[config.mk]
export PLATFORM = sky130hd
export DESIGN_NAME = fwd_hazard_unit
export DESIGN_NICKNAME = d
export VERILOG_FILES = /design/src/rtl/fwd_hazard_unit.sv
export SDC_FILE = /design/constraint.sdc
export NUM_CORES = 1
export LEC_CHECK = 0
export CAP_MARGIN = 20
export CORE_UTILIZATION = 45
export DETAILED_ROUTE_END_ITERATION = 10
export HOLD_SLACK_MARGIN = 0.12
export PLACE_DENSITY = 0.75
export SYNTH_ARGS = -nofsm -noshare
export SYNTH_HDL_FRONTEND = slang
export SYNTH_SLANG_ARGS = --single-unit
[constraint.sdc]
create_clock -name Clk -period 2.6 [get_ports Clk]
set_input_delay 0.52 -clock Clk [delete_from_list [all_inputs] [get_ports Clk]]
set_output_delay 0.52 -clock Clk [all_outputs]
set_load 0.01 [all_outputs]
[src/rtl/fwd_hazard_unit.sv]
// fwd_hazard_unit: EX operand forwarding selects, load-use stall and saturating stall counter
module fwd_hazard_unit #(
  parameter int CNT_W = 32
) (
  input  logic             Clk,
  input  logic             Reset,
  input  logic [4:0]       EX_Rs,
  input  logic [4:0]       EX_Rt,
  input  logic             EX_RegWrite,
  input  logic             EX_MemRead,
  input  logic [4:0]       EX_WriteReg,
  input  logic [4:0]       ID_Rs,
  input  logic [4:0]       ID_Rt,
  output logic [1:0]       FwdA,
  output logic [1:0]       FwdB,
  output logic             Stall,
  output logic [CNT_W-1:0] StallCount
);
  typedef enum logic {IDLE, HOLD} state_t;
  state_t state, state_nxt;
  logic mem_rw, mem_mr, wb_rw, hz, mem_ok, wb_ok;
  logic [4:0] mem_wr, wb_wr;
  always_ff @(posedge Clk) begin
    if (Reset) begin
      mem_rw     <= 1'b0;
      mem_mr     <= 1'b0;
      mem_wr     <= '0;
      wb_rw      <= 1'b0;
      wb_wr      <= '0;
      state      <= IDLE;
      StallCount <= '0;
    end else begin
      mem_rw     <= EX_RegWrite;
      mem_mr     <= EX_MemRead;
      mem_wr     <= EX_WriteReg;
      wb_rw      <= mem_rw;
      wb_wr      <= mem_wr;
      state      <= state_nxt;
      StallCount <= (Stall && StallCount != '1) ? StallCount + 1'b1 : StallCount;
    end
  end
  // a load sitting in MEM has no data yet, so it is never a forward source
  always_comb begin
    mem_ok = mem_rw && !mem_mr && mem_wr != 5'd0;
    wb_ok  = wb_rw && wb_wr != 5'd0;
    FwdA   = (mem_ok && mem_wr == EX_Rs) ? 2'b10 : (wb_ok && wb_wr == EX_Rs) ? 2'b01 : 2'b00;
    FwdB   = (mem_ok && mem_wr == EX_Rt) ? 2'b10 : (wb_ok && wb_wr == EX_Rt) ? 2'b01 : 2'b00;
    hz     = EX_MemRead && EX_WriteReg != 5'd0 && (EX_WriteReg == ID_Rs || EX_WriteReg == ID_Rt);
    Stall  = state == IDLE && hz;
    state_nxt = Stall ? HOLD : IDLE;
  end
endmodule

-- Yosys cells after proc, flatten, opt, wreduce, memory -nomap -nowiden
Cells that the tools add are included.
- RAM bits: 0
- register bits: 46
- bits in read-only memories: 0
- memories kept: 0
- bits in latches: 0
- order comparisons: 0
- multiplexer cells: 5
- shifts and indexed selects: 0
- multipliers: 0
- bitwise operators: 1
- equality and inequality tests: 7
- divide/modulo/power cells: 0
- add/subtract/negate cells: 1
- reductions and logical operators: 16
- operators by type and width (cell ; count):
    32-bit by 1-bit adder with 32-bit output (second input constant) ; 1
    32-bit != test (second input constant) ; 1
    5-bit equality test ; 6
    5-bit nonzero test ; 3
    1-bit logical AND ; 11
    2-bit two-way mux ; 2
    1-bit two-way mux ; 3
    1-bit logical NOT ; 1
    1-bit logical OR ; 1
    1-bit inverter ; 1

-- Logic depth before layout (Yosys ltp)
Gate-level depths: netlist of run 1.
- depth in word-level cells: 5
- mapped depth: 8
- mapped depth without buffers: 7

-- Least setup slack after synthesis of run 1
Ideal clock, no wire load.
- path type: in2out
- start: in EX_WriteReg[1]
- end: out Stall
- buffers on the path: 2
- required time: 2.080 ns
- arrival time: 1.784 ns
- path slack: 0.296 ns
- stages on the path: 6
- path through: or4_1 -> o21ai_1 -> or2_2 -> buf_2 -> buf_4 -> inv_1
- longest elaborated chain between the ends: 4
- ends and longest elaborated chain (what ; RTL line ; text):
    start, declared ; 11 ; input logic [4:0] EX_WriteReg,
    5-bit equality test / 5-bit nonzero test (equally long branches) ; 48 ; hz = EX_MemRead && EX_WriteReg != 5'd0 && (EX_WriteReg == ID_Rs || EX_WriteReg == ID_Rt);
    1-bit logical OR / 1-bit logical AND (equally long branches) ; 48 ;
    1-bit logical AND * ; 48 ;
    1-bit logical AND * ; 49 ; Stall = state == IDLE && hz;
    end, declared ; 16 ; output logic Stall,
Every way passes the cells marked *; elsewhere a longest branch is shown, timed or not.

-- Final worst setup path of run 1
- start: in EX_Rt[0]
- end: out FwdB[1]
- longest elaborated chain between the ends: 3
- ends and longest elaborated chain (what ; RTL line ; text):
    start, declared ; 8 ; input logic [4:0] EX_Rt,
    5-bit equality test ; 47 ; FwdB = (mem_ok && mem_wr == EX_Rt) ? 2'b10 : (wb_ok && wb_wr == EX_Rt) ? 2'b01 : 2'b00;
    1-bit logical AND ; 47 ;
    2-bit two-way mux ; 47 ;
    end, declared ; 15 ; output logic [1:0] FwdB,
No other way between the ends.

==> summary.md, run 1 <==
| Metric | Value |
|---|---|
| Top cell type's share of synthesized area | 36.7% |
| H-tree levels | 2 |
| Initial antenna violation count | 0 |
| Num CTS Buffers | 5 |
| Initial Utilization | 47.8% |
| GRT overflow | 0 |
| CP max FO | 2 |
| Met1 Use GR | 26.5% |
| Cell variety after synth | 40 |
| Crit. Startpoint | EX_Rt[0] |
| 1st-pass router iterations | 4 |
| Worst reg2reg endpoint | StallCount[27] |
| Final Cycle Share | 97.9% |
| Post-synthesis sequential area ratio | 36.7% |
| EDFF count, synth | 0 |
| Drt wl/cell | 13.8 µm |
| Die height | 76.6 µm |
| Clk slew on worst S/H paths | 90 ps |
| TritonCTS Sinks | 46 |
| First-pass GRT wire length | 10300 µm |
| Peak VDD IR | 0.000317 V |
| Commonest non-fill, non-tap cell in the layout | clkdlybuf4s50_1 |
| CTS tree | yes |
| Setup TNS | 0 ps |
| Mux contribution to synthesized area | 7.59% |
| Worst-case reg-to-reg path depth | 7 |
| Status | complete, no violations |
| Synthesis Warnings | 0 |
| Max frequency | 393 MHz |
| Layout Nets | 403 |
| Vias post-DR | 2375 |
| Pins Over Slew Limit | 0 |
| Post-synth top area cell | dfxtp_1 |
| Fin crit period | 2550 ps |
| PortBufs | 65 |
| Slew @ Worst Pin | 761 ps |
| R2r setup slk | 340 ps |
| Clock skew | 9.59 ps |
| Cell count after placement | 436 |
| XOR/XNOR share of the synthesized area | 11.9% |
| Met2 layer usage reported by global route | 38.2% |
| Layout cells sized above 1 | 19.5% |
| Root buffer cell | clkbuf_8 |
| Max Cap Violations | 0 |
| Die width | 76.6 µm |
| Reg2reg start | StallCount[17] |
| Final Non-Filler Cells | 444 |
| Cell Area, Synth | 2510 µm² |
| DRC viols | 0 |
| Worst slew margin | 49.3% |
| Syn avg cell area | 8.79 µm² |
| WHS | 483 ps |
| Crit end category | output port |
| Met3 Use GR | 3.71% |
| Critical path class | primary input to output port |
| Worst setup path end | FwdB[1] |
| Core area | 5240 µm² |
| Hpwl dp | 4420 µm |
| Die ar. | 5870 µm² |
| P_leak | 1.38 nW |
| Global Route Usage Sum | 21.4% |
| Post-synthesis adder-cell area fraction | 0.499% |
| Area grow syn2layout | 42.0% |
| DRT iter0 DRCs | 82 |
| Cells after Synth | 285 |
| Worst Setup Start Kind | primary input |
| Row cnt | 26 |
| CP Data Arrival Time | 2030 ps |
| # diodes | 0 |
| Maximum clock path buffer count | 2 |
| Post-synthesis async set-or-reset flop share | 0% |
| Vias per cell | 5.35 |
| Setup violators final | 0 |
| Drt total wl | 6140 µm |
| Min-delay worst type | flip-flop to flip-flop |
| Main combinational cell family by area after synthesis | simple AND/OR/NAND/NOR gates |
| GPL Wtd Cong | 0.872 |
| Synth Area in Compound Gates | 7.24% |
| Syn nets | 315 |
| Simple-Gate Fraction of Synth Area | 33.2% |
| Detail Route Antenna Nets | 0 |
| # IOs | 66 |
| Most frequent cells in the layout | clkdlybuf4s50_1, dfxtp_1, nor2_1 |
| Cts hold-fix bufs | 0 |
| Critical path required time | 2080 ps |
| Main synth FF type | dfxtp_1 |
| Busiest grt layer | met2 |
| Yosys reg bits | 46 |
| Largest net degree at the start of global routing | 47 |
| Via count of the first global-routing pass | 2217 |
| Synth area leaders | dfxtp_1, xor2_1, nor2b_1 |
| Final hold violation count | 0 |
| Worst skew pair latency | 310 ps |
| Pwr Density | 403 nW/µm² |
-- how the worst min path moves through the flow --
stage / startpoint / end / cells after the start
after floorplan: mem_rw / wb_rw / 1
after global placement: mem_rw / wb_rw / 1
after detailed placement: mem_rw / wb_rw / 1
after CTS: mem_rw / wb_rw / 1
after global routing: mem_rw / wb_rw / 1
final: mem_rw / wb_rw / 1
-- synth_stat cells (all sizes together) (8+ instances only) --
cell     n
dfxtp   46
clkbuf   9
nand4   11
and3     9
o21ai    9
nor2b   30
mux2    16
xor2    25
nor2    32
a21oi    9
nor4     8
nand3    9
xnor2    9
or4      9
or3      8
-- registers in the layout, indices dropped and copies added (netlist names) --
name        count
wb_rw           1
mem_mr          1
wb_wr           5
mem_rw          1
StallCount     32
state           1
mem_wr          5
-- cells by family (layout without fill, tap and decap cells) --
| group | Yosys count | in the layout |
|---|---|---|
| buffers and inverters | 17 | 106 |
| DFF | 46 | 46 |
| and+or+nand+nor | 142 | 142 |
| adders and majority gates | 1 | 1 |
| AOI/OAI and AO/OA | 28 | 28 |
| muxes | 17 | 17 |
| xor gates and xnor gates | 34 | 34 |
-- power breakdown --
| group | internal (mW) | switching [mW] | leakage, nW |
|---|---|---|---|
| sequential | 0.714 | 0.00795 | 0.373 |
| clock | 0.286 | 0.251 | 0.0504 |
| combinational | 0.0953 | 0.0812 | 0.961 |
| total | 1.10 | 0.340 | 1.38 |
-- metrics by stage --
| stage | worst slack, ps | power (mW) | utilization [%] | area [µm²] |
|---|---|---|---|---|
| 3_5_place_dp | -397 | 0.908 | 64.9 | 3400 |
| 3_3_place_gp | -357 | 0.905 | 64.9 | 3400 |
| 6_report | 54.7 | 1.44 | 67.9 | 3560 |
| 4_1_cts | 1.75 | 1.44 | 67.3 | 3530 |
| 5_1_grt | -0.251 | 1.50 | 67.9 | 3560 |
| 2_1_floorplan | 296 | 0.814 | - | 2510 |
-- what timing repair did --
| action | 4_1_cts | 5_1_grt |
|---|---|---|
| pin swaps | 3 | 1 |
| buffers inserted | 0 | 0 |
| endpoints found under the setup margin | 6 | 4 |
| gates resized for setup | 22 | 8 |
-- critical path, stage by stage --
cell and delay (ps):
clkdlybuf4s50_1 440, buf_4 150, xnor2_1 140, nand3_1 150
nor4_4 310, dlygate4sd2_1 300
-- layout make-up --
class | instances | area [µm²]
fillers | 449 | 1680
multi-input cells | 222 | 1570
flip-flops and latches | 46 | 921
repair buffers | 94 | 847
well taps | 70 | 87.6
clock buffers | 5 | 68.8
clock inverters | 3 | 45.0
inverters | 4 | 15.0
-- metal layers --
metal	up-vias	wire length, µm	share of wire, %
met2	58	3000	49
met1	1125	2820	46
met3	5	270	4.4
li1	1187	-	-
met5	-	0	0
met4	0	57	0.93
Power figures use the tool's default switching activity.
==> run 2: changes to the inputs <==
--- a/config.mk
+++ b/config.mk
@@ -5,7 +5,7 @@
 export SDC_FILE = /design/constraint.sdc
 export NUM_CORES = 1
 export LEC_CHECK = 0
-export CAP_MARGIN = 20
+export CAP_MARGIN = 30
 export CORE_UTILIZATION = 45
 export DETAILED_ROUTE_END_ITERATION = 10
 export HOLD_SLACK_MARGIN = 0.12
==> results of run 2 <==
Same layout as run 1: the final DEF is identical, and so are final timing and power.
